File: config.mk
export PLATFORM = sky130hd
export DESIGN_NAME = serial_neg_ctrl
export DESIGN_NICKNAME = d
export VERILOG_FILES = /design/src/rtl/serial_neg_ctrl.sv
export SDC_FILE = /design/constraint.sdc
export NUM_CORES = 1
export LEC_CHECK = 0
export ABC_CLOCK_PERIOD_IN_PS = 3330
export BUFFER_PORTS_ARGS = -buffer_cell sky130_fd_sc_hd__buf_2
export CAP_MARGIN = 20
export CORE_MARGIN = 8
export CORE_UTILIZATION = 57
export DETAILED_ROUTE_END_ITERATION = 6
export GPL_ROUTABILITY_DRIVEN = 0
export PLACE_DENSITY_LB_ADDON = 0.2
export SETUP_SLACK_MARGIN = 0.05
export SLEW_MARGIN = 20
export SYNTH_ARGS = -nofsm -noshare
export SYNTH_HDL_FRONTEND = slang
export SYNTH_SLANG_ARGS = --single-unit
File: constraint.sdc
create_clock -name clk -period 3.33 [get_ports clk]
set_input_delay 0.666 -clock clk [delete_from_list [all_inputs] [get_ports clk]]
set_output_delay 0.666 -clock clk [all_outputs]
set_load 0.03 [all_outputs]
File: src/rtl/serial_neg_ctrl.sv
// Bit-serial negation controller: accepts a parallel word, streams it LSB
// first to an external two's-complement datapath, collects the serial result
// and presents the negated word with an overflow flag.
//
// Handshakes: a word transfers on a rising edge where valid && ready are both
// high; valid must not depend on ready, and the offering side holds its data
// stable while valid is high and ready is low.
module serial_neg_ctrl #(
    parameter int W = 8
) (
    input  logic         clk,
    input  logic         rst_n,
    input  logic         in_valid,
    output logic         in_ready,
    input  logic [W-1:0] in_data,
    output logic         ser_i,
    output logic         ser_r,
    input  logic         ser_y,
    output logic         out_valid,
    input  logic         out_ready,
    output logic [W-1:0] out_data,
    output logic         out_ovf,
    output logic         busy
);

    localparam int CW = $clog2(W);
    localparam logic [CW-1:0] LAST = CW'(W - 1);

    typedef enum logic [1:0] {
        IDLE  = 2'd0,
        SHIFT = 2'd1,
        DONE  = 2'd2
    } state_t;

    state_t        state;
    state_t        state_nxt;
    logic [CW-1:0] count;
    logic [W-1:0]  shift_reg;
    logic [W-1:0]  result;
    logic          in_msb;
    logic          last_bit;

    // Final serial cycle of a word; the result is complete after this edge.
    assign last_bit = (state == SHIFT) && (count == LAST);

    // State register.
    always_ff @(posedge clk or negedge rst_n) begin
        if (!rst_n) begin
            state <= IDLE;
        end else begin
            state <= state_nxt;
        end
    end

    // Next-state and handshake/serial-port outputs.
    always_comb begin
        state_nxt = state;
        in_ready  = 1'b0;
        out_valid = 1'b0;
        busy      = 1'b0;
        ser_i     = 1'b0;
        ser_r     = 1'b0;
        case (state)
            IDLE: begin
                in_ready = 1'b1;
                ser_r    = 1'b1;
                if (in_valid) begin
                    state_nxt = SHIFT;
                end
            end
            SHIFT: begin
                busy  = 1'b1;
                ser_i = shift_reg[0];
                ser_r = (count == '0);
                if (count == LAST) begin
                    state_nxt = DONE;
                end
            end
            DONE: begin
                busy      = 1'b1;
                out_valid = 1'b1;
                if (out_ready) begin
                    state_nxt = IDLE;
                end
            end
            default: begin
                state_nxt = IDLE;
            end
        endcase
    end

    // Operand load, serial shifting, and result capture at the last bit.
    always_ff @(posedge clk or negedge rst_n) begin
        if (!rst_n) begin
            count     <= '0;
            shift_reg <= '0;
            result    <= '0;
            in_msb    <= 1'b0;
            out_data  <= '0;
            out_ovf   <= 1'b0;
        end else begin
            case (state)
                IDLE: begin
                    if (in_valid) begin
                        shift_reg <= in_data;
                        in_msb    <= in_data[W-1];
                        count     <= '0;
                    end
                end
                SHIFT: begin
                    shift_reg <= shift_reg >> 1;
                    result    <= {ser_y, result[W-1:1]};
                    // Count stops at zero after the last bit rather than wrapping.
                    count     <= last_bit ? '0 : count + CW'(1);
                    if (last_bit) begin
                        // ser_y is the result MSB; only -2^(W-1) keeps its sign.
                        out_data <= {ser_y, result[W-1:1]};
                        out_ovf  <= in_msb & ser_y;
                    end
                end
                default: begin
                end
            endcase
        end
    end

endmodule

# Word level (Yosys, flattened, before mapping)
# Index checks and enable logic that the tools add are counted.
[word_totals]
wordCells = 38
reg_bits = 31
input_bits = 13
out_inout_bits = 14
[op_classes]
add_sub_neg = 1
n_reduce_logical = 9
bitwise = 1
mux = 14
n_eq_ne = 6
[ops]
columns = ["op", "n"]
rows = [
  ["case mux 8 bit (2 select lines)", 1],
  ["2-to-1 mux 8 bit", 1],
  ["2-to-1 mux 2 bit", 3],
  ["2-to-1 mux 3 bit", 2],
  ["case mux 2 bit (3 select lines)", 1],
  ["case mux 3 bit (2 select lines)", 1],
  ["AND reduction 2 bit", 3],
  ["2-to-1 mux 1 bit", 4],
  ["inequality test 2 bit, second input constant", 2],
  ["adder 3 x 1 -> 3 bit, second input constant", 1],
  ["equality test 3 bit, second input constant", 1],
  ["zero test 3 bit", 1],
  ["AND reduction 3 bit", 1],
  ["equality test 2 x 1 -> 1 bit, second input constant", 1],
  ["equality test 2 bit, second input constant", 1],
  ["zero test 2 bit", 1],
  ["inequality test 2 x 1 -> 1 bit, second input constant", 1],
  ["case mux 1 bit (2 select lines)", 1],
  ["nonzero test 2 bit", 1],
  ["OR reduction 2 bit", 1],
  ["AND 1 bit", 1],
  ["logical AND 1 bit", 1],
]

# Longest topological paths before layout
# Gate-level depths: netlist (run 1).
[logic_depth]
depth_word = 4
mapped_depth = 6
depth_no_buf = 5

# Worst setup path before layout (run 1)
# Ideal clock, no wire load.
[synth_timing]
path_type = "register to output"
start = "reg state[1]"
end = "out ser_r"
n_path_buf = 1
t_required_ns = 2.664
arrival_time_ns = 1.323
stages_incl_launch_ff = 5
slack_ns = 1.341
cell_sequence = "dfrtp_1 -> inv_1 -> ha_1 -> clkbuf_1 -> a41o_1"
[synth_between]
elab_chain_cells = 2
word_cells_on_any_way = 3
classes_between = "eq/ne (1); mux (1); reduce/logical (1)"
[synth_lines]
columns = ["element", "line", "rtl"]
rows = [
  ["from (decl)", "35", "state_t state;"],
  ["from (signal assigned)", "51", "state <= state_nxt;"],
  ["equality test 2 x 1 -> 1 bit / zero test 2 bit (equally long branches)", "63", "case (state)"],
  ["case mux 1 bit (2 select lines) *", "63", ""],
  ["to (decl)", "17", "output logic ser_r,"],
]
# Every way passes the cells marked *; elsewhere a longest branch is shown, timed or not.

# Worst setup path after layout (run 1)
# Ends and elaborated chain as after synthesis.

==> impl_metrics.yaml, run 1 <==
synthesis:
  yosysWarningCount: 0
  synth_area_leaders: "dfrtp_1 (55%), mux2_2 (14%), ha_1 (6.5%)"
  syn_area_mm2: 0.00136
  synth_top_cell_by_area: "dfrtp_1"
  synth_cell_types: 19
  syn-mean-instance-area_um2: 12.9
  synthesis.nets: 125
  syn_inst: 105
  yosysSeqAreaShare: 0.554
  yosysTopAreaCellShare: 0.554
  yosys_register_bits: 30
cells_and_area:
  fill_cells: 185
  drive_gt1_frac: 0.388
  seq_area_um2: 751
  layout.nets: 154
  syn_to_final_growth_pct: 14.4
  diodes: 0
  final_cell_mix: "dfrtp_1 (30), buf_2 (26), mux2_2 (17), nand2_1 (12)"
  final_common_cell: "dfrtp_1"
  layout.cells.non_filler: 162
  multi_input_area_um2: 561
power:
  p_leak_nw: 0.799
  power.density_mw_per_mm2: 851
  finalPower_mw: 1.32
  ir_drop_uv: 571
floorplanning:
  die_w_um: 64.8
  row_count: 17
  core_mm2: 0.00223
  fp.dieH_um: 64.8
  ioPinCount: 27
  initial_utilization: 0.607
  die_area_mm2: 0.00419
timing:
  fin_crit_sh: 0.755
  tns_ns: 0
  slew_headroom: 0.566
  period_needed_ns: 2.51
  max_freq_mhz: 398
  setup_viol: 0
  hold_ws_ns: 0.352
  fin_ws_ns: 0.817
  maxSlewViolCount: 0
  clock_skew_ns: 0.00399
  hold_viol_final: 0
  rsz0062_at_grt: "no"
  worst_pin_slew_ns: 0.651
global_routing:
  antenna_found_initial: 0
  overflow: 0
  grt_pass1_vias: 930
  grt_pass1_wl_um: 4150
  grt_usage: 0.129
  grt_max_degree: 31
clock_network:
  clock_path_buffers: 2
  cts.htree.levels: 2
  clock_sinks: 30
  ctsResizeCount: 0
  cts_buffers: 5
  insertion_delay_ns: 0.33
  post-cts-setup-buffer-count: 0
  cts-root-buf: "clkbuf_4"
  clk_pin_slew_worst_paths_ns: 0.09
  cts_tree: "built"
  hold_buffers: 0
drt:
  wire_per_inst_um: 14.5
  drt_pre_antenna_iters: 3
  wirelength_um: 2350
  drtIter0Drc: 18
  detail-route-antenna-nets: 0
  remaining_drc_errors: 0
  via_count: 866
  avgViaCountPerCell: 5.35
worst_setup_path:
  slowest_delay_ns: 0.56
  crit_slowest_cell: "ha_1"
  arrival_ns: 1.85
  cp_data_required_time_ns: 2.66
  startpoint_type: "register"
  end_kind: "primary output"
  crit_chain: "inv_1 -> ha_1 -> a41o_1 -> buf_2"
  critical_path_class: "reg2out"
  crit_fanout: 12
place:
  place_inst: 155
  dp_hpwl_um: 1700
  place_ws_ns: 1.17
  io_buffer_count: 26
hold_path:
  worstHoldPathType: "in2async"
flow_run:
  maxCapViolCount: 0
outcome:
  status: "finished clean"
-- layout make-up --
cell class | count | share of cell area
well taps | 28 | 0.0226
clock buffers | 5 | 0.0242
clock inverters | 2 | 0.00646
repair buffers | 26 | 0.0839
flip-flops and latches | 30 | 0.484
multi-input cells | 64 | 0.362
inverters | 7 | 0.0169
-- critical path, delay by kind of cell, from the launching register on --
kind                       cells  cell delay [ns]
buffers and inverters          2             0.30
AOI/OAI and AO/OA              1             0.25
adders and majority gates      1             0.56
DFF                            1             0.40
-- kinds of logic (layout without fill, tap and decap cells) --
kind of cell	count (synthesis)	count (layout)	synth area share
buffers and inverters	11	40	0.0323
AO/OA/AOI/OAI	14	14	0.0693
multiplexers	27	27	0.226
flip-flops	30	30	0.554
AND/OR/NAND/NOR	16	16	0.0536
adder cells (fa/ha/maj)	7	7	0.0646
-- power by group --
| group | internal (mW) | leakage [nW] | total, mW | switching, mW |
|---|---|---|---|---|
| Sequential | 0.485 | 0.379 | 0.557 | 0.0721 |
| Clock | 0.0757 | 0.0308 | 0.198 | 0.122 |
| Combinational | 0.251 | 0.389 | 0.565 | 0.315 |
| Total | 0.811 | 0.799 | 1.32 | 0.509 |
-- layer usage --
layer	wire length [um]	vias up	part of all wire	track usage
met3	177	7	0.075	0.0756
met1	1050	415	0.45	0.143
met2	1080	20	0.46	0.196
li1	-	424	-	-
met5	0	-	0	0
met4	47	0	0.020	0.0572
-- stage by stage --
step | util | area [um2]
finish | 0.694 | 1550
CTS | 0.694 | 1550
detailed placement | 0.673 | 1500
global route | 0.694 | 1550
global placement | 0.673 | 1500
floorplan | - | 1360
-- path summary, 6_finish.rpt --
path                              startpoint            to  slack (ns)  cells after the start
worst min register to register  shift_reg[0]  shift_reg[0]        0.49                      2
worst max register to register      state[1]      count[0]        1.26                      5
max in group asynchronous              rst_n  shift_reg[5]        2.55                      1
worst max-delay path                state[1]         ser_r        0.82                      4
worst min-delay path                   rst_n   out_data[1]        0.35                      1
min in group clk                shift_reg[0]  shift_reg[0]        0.49                      2
-- Yosys cell counts --
cell type	number
dfrtp_1	30
mux2_2	17
nand2_1	12
ha_1	7
inv_1	7
mux2i_1	7
o21ai_1	7
a22o_1	2
buf_2	2
clkbuf_1	2
mux2_1	2
nor2b_1	2
o21ai_0	2
a221oi_2	1
a31oi_1	1
a41o_1	1
and2_1	1
and3b_1	1
mux2i_4	1
Power figures use the tool's default switching activity.
==> inputs of run 2 (changes only) <==
--- a/config.mk
+++ b/config.mk
@@ -5,11 +5,11 @@
 export SDC_FILE = /design/constraint.sdc
 export NUM_CORES = 1
 export LEC_CHECK = 0
-export ABC_CLOCK_PERIOD_IN_PS = 3330
+export ABC_CLOCK_PERIOD_IN_PS = 2400
 export BUFFER_PORTS_ARGS = -buffer_cell sky130_fd_sc_hd__buf_2
 export CAP_MARGIN = 20
 export CORE_MARGIN = 8
-export CORE_UTILIZATION = 57
+export CORE_UTILIZATION = 53
 export DETAILED_ROUTE_END_ITERATION = 6
 export GPL_ROUTABILITY_DRIVEN = 0
 export PLACE_DENSITY_LB_ADDON = 0.2
==> constraint.sdc (replaced) <==
create_clock -name clk -period 2.4 [get_ports clk]
set_input_delay 0.48 -clock clk [delete_from_list [all_inputs] [get_ports clk]]
set_output_delay 0.48 -clock clk [all_outputs]
set_load 0.03 [all_outputs]
==> run 2 against run 1 <==
Net effect: non-clock buffer count is 3 higher; via count increased by 4.3%; register-to-register slack got worse by 0.63 ns; global-route usage increased by 1.2 points; first-iteration DRC count grew 120%; critical endpoint unchanged.
==> impl_metrics.yaml, run 2 (synthesized netlist as in run 1, its figures left out) <==
global_routing:
  grt_usage: 0.141
  grt_max_degree: 31
  grt_pass1_vias: 974
  grt_pass1_wl_um: 4620
  overflow: 0
  antenna_found_initial: 0
clock_network:
  post-cts-setup-buffer-count: 0
  cts_tree: "built"
  cts_buffers: 5
  clk_pin_slew_worst_paths_ns: 0.09
  clock_sinks: 30
  clock_path_buffers: 2
  cts-root-buf: "clkbuf_4"
  hold_buffers: 0
  insertion_delay_ns: 0.32
  cts.htree.levels: 2
  ctsResizeCount: 0
hold_path:
  worstHoldPathType: "in2async"
timing:
  slew_headroom: 0.576
  fin_crit_sh: 0.928
  hold_viol_final: 0
  clock_skew_ns: 0.00744
  rsz0062_at_grt: "no"
  worst_pin_slew_ns: 0.636
  max_freq_mhz: 449
  setup_viol: 0
  period_needed_ns: 2.23
  maxSlewViolCount: 0
  tns_ns: 0
  fin_ws_ns: 0.173
drt:
  avgViaCountPerCell: 5.41
  remaining_drc_errors: 0
  wirelength_um: 2650
  drt_pre_antenna_iters: 2
  via_count: 903
  drtIter0Drc: 39
  wire_per_inst_um: 15.9
  detail-route-antenna-nets: 0
cells_and_area:
  syn_to_final_growth_pct: 18.7
  diodes: 0
  final_cell_mix: "dfrtp_1 (30), buf_2 (26), mux2_2 (17), nand2_1 (12)"
  final_common_cell: "dfrtp_1"
  fill_cells: 197
  drive_gt1_frac: 0.401
  layout.nets: 157
floorplanning:
  row_count: 18
  ioPinCount: 27
  die_area_mm2: 0.00443
  initial_utilization: 0.552
  core_mm2: 0.00245
  fp.dieH_um: 66.6
  die_w_um: 66.6
worst_setup_path:
  arrival_ns: 1.75
  cp_data_required_time_ns: 1.92
  rrSetupSlack_ns: 0.63
  startpoint_type: "register"
  critical_path_class: "reg2out"
  end_kind: "primary output"
  crit_fanout: 11
power:
  power.density_mw_per_mm2: 1250
  p_leak_nw: 0.826
  ir_drop_uv: 871
outcome:
  status: "finished clean"
place:
  place_ws_ns: 0.537
  dp_hpwl_um: 1940
  io_buffer_count: 26
flow_run:
  maxCapViolCount: 0
[run 2: changes by cell type in the layout (fill, tap and decap cells not counted), sizes merged]
cell    delta
clkbuf     +1
bufinv     +1
clkinv     -2
buf        +3
[run 2: critical path, cell delays in order, from the launching register on]
cell and delay, ns:
dfrtp_1 0.41, inv_1 0.11, ha_1 0.48, a41o_1 0.24
buf_2 0.19
[run 2: layout make-up]
class / instances / area, um2 / area share
tap: 30 / 37.5 / 0.0233
clock buffer: 6 / 51.3 / 0.0319
inverter: 7 / 26.3 / 0.0163
timing repair buffer: 29 / 153 / 0.0949
multi-input combinational: 64 / 561 / 0.348
clock inverter: 1 / 30.0 / 0.0187
sequential: 30 / 751 / 0.467
[run 2: final timing paths]
kind,start,end,depth (start not counted)
worst max-delay path,state[1],ser_r,4
worst min-delay path,rst_n,out_data[0],1
worst max register to register,state[0],count[0],5
worst min register to register,shift_reg[0],shift_reg[0],2
max in group asynchronous,rst_n,shift_reg[0],1
min in group clk,in_data[7],in_msb,2
[run 2: report_power, final]
group          switching [mW]  total [mW]  internal [mW]
sequential              0.107       0.780          0.673
combinational           0.454       0.822          0.368
clock                   0.169       0.411          0.242
total                   0.730        2.01           1.28
[run 2: routing by layer]
| metal | wire length (um) | global-route usage | vias up |
|---|---|---|---|
| li1 | - | - | 434 |
| met1 | 1140 | 0.160 | 442 |
| met2 | 1250 | 0.216 | 21 |
| met3 | 210 | 0.0705 | 6 |
| met4 | 48 | 0.0613 | 0 |
| met5 | 0 | 0 | - |
[run 2: per-stage QoR]
step / utilization / cells / power, mW / hold WS, ns / area [um2]
3_3_place_gp: 0.622 / 160 / 1.57 / 0.458 / 1530
6_report: 0.655 / 167 / 2.01 / 0.162 / 1610
5_1_grt: 0.655 / 167 / 2.15 / 0.211 / 1610
3_5_place_dp: 0.622 / 160 / 1.62 / 0.469 / 1530
4_1_cts: 0.655 / 167 / 2.04 / 0.180 / 1610
2_1_floorplan: - / 105 / 1.41 / 0.184 / 1360
==> inputs of run 3 (changes only) <==
--- a/config.mk
+++ b/config.mk
@@ -9,7 +9,7 @@
 export BUFFER_PORTS_ARGS = -buffer_cell sky130_fd_sc_hd__buf_2
 export CAP_MARGIN = 20
 export CORE_MARGIN = 8
-export CORE_UTILIZATION = 53
+export CORE_UTILIZATION = 40
 export DETAILED_ROUTE_END_ITERATION = 6
 export GPL_ROUTABILITY_DRIVEN = 0
 export PLACE_DENSITY_LB_ADDON = 0.2
==> run 3 against run 2 <==
Net effect: via count fell by 1.9%; register-to-register slack got worse by 0.28 ns; non-clock buffer count fell by 2; sequential share of layout area rose by 0.33 points; global-route usage fell by 3.8 points; flip-flop and latch count did not move; largest power group unchanged; clock skew fell by 0.00061 ns; die area rose by 24%; worst hold slack improved by 0.017 ns; first-iteration DRC count fell by 38%.
==> impl_metrics.yaml, run 3 (synthesized netlist as in run 1, its figures left out) <==
outcome:
  status: "finished clean"
power:
  p_leak_nw: 0.805
  pwr-share-comb: 0.425
  power.density_mw_per_mm2: 1180
  netSwitchingFraction: 0.378
  power_switching_mw: 0.712
  ir_drop_uv: 759
  clkPwrFrac: 0.164
  internal_power_mw: 1.17
  p_seq_frac: 0.410
worst_setup_path:
  arrival_ns: 1.67
  end_kind: "primary output"
  crit_chain: "inv_1 -> ha_2 -> a41o_1 -> buf_2"
  crit_family: "flip-flops"
  critical_path_class: "reg2out"
  crit_buf_inv: 2
  slowest_delay_ns: 0.40
  startpoint_type: "register"
  crit_fanout: 12
  cp_data_required_time_ns: 1.92
  crit_slowest_cell: "dfrtp_1"
clock_network:
  insertion_delay_ns: 0.32
  clock_sinks: 30
  clock_path_buffers: 2
  cts_buffers: 5
  clk_pin_slew_worst_paths_ns: 0.09
  cts-root-buf: "clkbuf_4"
  hold_buffers: 0
  post-cts-setup-buffer-count: 0
  cts.htree.levels: 2
  cts_tree: "built"
global_routing:
  antenna_found_initial: 0
  grt_usage: 0.103
  overflow: 0
  grt_pass1_wl_um: 4210
  grt_pass1_vias: 884
  grt_max_degree: 31
timing:
  worst_pin_slew_ns: 0.657
  maxSlewViolCount: 0
  slew_headroom: 0.562
  fin_crit_sh: 0.896
  tns_ns: 0
  clock_skew_ns: 0.00683
  hold_viol_final: 0
  setup_viol: 0
  rsz0062_at_grt: "no"
  max_freq_mhz: 465
  fin_ws_ns: 0.250
  period_needed_ns: 2.15
cells_and_area:
  fill_cells: 313
  diodes: 0
  seq_area_um2: 751
  final_cell_mix: "dfrtp_1 (30), buf_2 (26), mux2_2 (17), nand2_1 (12)"
  syn_to_final_growth_pct: 17.9
  layout.nets: 155
  final_common_cell: "dfrtp_1"
  drive_gt1_frac: 0.404
  multi_input_area_um2: 566
drt:
  drt_pre_antenna_iters: 4
  wire_per_inst_um: 13.6
  wirelength_um: 2470
  drtIter0Drc: 24
  detail-route-antenna-nets: 0
  remaining_drc_errors: 0
  via_count: 886
  avgViaCountPerCell: 4.87
floorplanning:
  initial_utilization: 0.413
  ioPinCount: 27
  die_area_mm2: 0.00551
  row_count: 21
  die_w_um: 74.2
  core_mm2: 0.00328
  fp.dieH_um: 74.2
place:
  place_ws_ns: 0.388
  io_buffer_count: 26
  dp_hpwl_um: 1780
hold_path:
  worstHoldPathType: "in2async"
flow_run:
  maxCapViolCount: 0
run 3: power groups by stage:
| stage | registers, mW | clock network [mW] | logic, mW |
|---|---|---|---|
| floorplan | 0.758 | 0 | 0.653 |
| global placement | 0.778 | 0 | 0.782 |
| detailed placement | 0.782 | 0 | 0.803 |
| CTS | 0.774 | 0.318 | 0.814 |
| global route | 0.794 | 0.346 | 0.884 |
| finish | 0.773 | 0.309 | 0.801 |
run 3: area by class of cell:
cell class / count / share of cell area
timing repair buffer: 27 / 0.0861
tap: 46 / 0.0360
inverter: 7 / 0.0164
sequential: 30 / 0.470
multi-input combinational: 64 / 0.354
clock buffer: 7 / 0.0345
clock inverter: 1 / 0.00313
run 3: repair_timing:
action	in CTS	in global routing
endpoints found under the setup margin	1	2
endpoints found under the hold margin	0	0
resized for setup	1	1
run 3: worst paths after layout:
| kind | start | slack (ns) | cells after the start | end |
|---|---|---|---|---|
| min in group clk | in_data[5] | 0.43 | 3 | shift_reg[5] |
| setup / recovery | state[1] | 0.25 | 4 | ser_r |
| max in group asynchronous | rst_n | 1.80 | 1 | result[4] |
| hold reg to reg | shift_reg[0] | 0.49 | 2 | shift_reg[0] |
| hold / removal | rst_n | 0.18 | 1 | out_data[0] |
| setup reg to reg | state[1] | 0.35 | 5 | count[0] |
run 3: through the flow:
step | area (um2) | hold slack, ns | instances | power, mW | utilization
floorplan | 1360 | 0.184 | 105 | 1.41 | -
global placement | 1530 | 0.460 | 174 | 1.56 | 0.467
detailed placement | 1530 | 0.476 | 174 | 1.59 | 0.467
CTS | 1600 | 0.190 | 182 | 1.91 | 0.486
global route | 1600 | 0.213 | 182 | 2.02 | 0.486
finish | 1600 | 0.179 | 182 | 1.88 | 0.486
run 3: worst register-to-register path: stages (launching register included):
cell and delay [ns]:
dfrtp_1 0.40, inv_1 0.12, ha_1 0.36, mux2i_4 0.53, and3b_1 0.26, mux2_2 0.26
run 3: metal layers:
| layer | vias up | part of all wire | global-route usage |
|---|---|---|---|
| met5 | - | 0 | 0 |
| li1 | 424 | - | - |
| met3 | 5 | 0.074 | 0.0431 |
| met2 | 24 | 0.46 | 0.156 |
| met4 | 0 | 0.018 | 0.0599 |
| met1 | 433 | 0.45 | 0.118 |
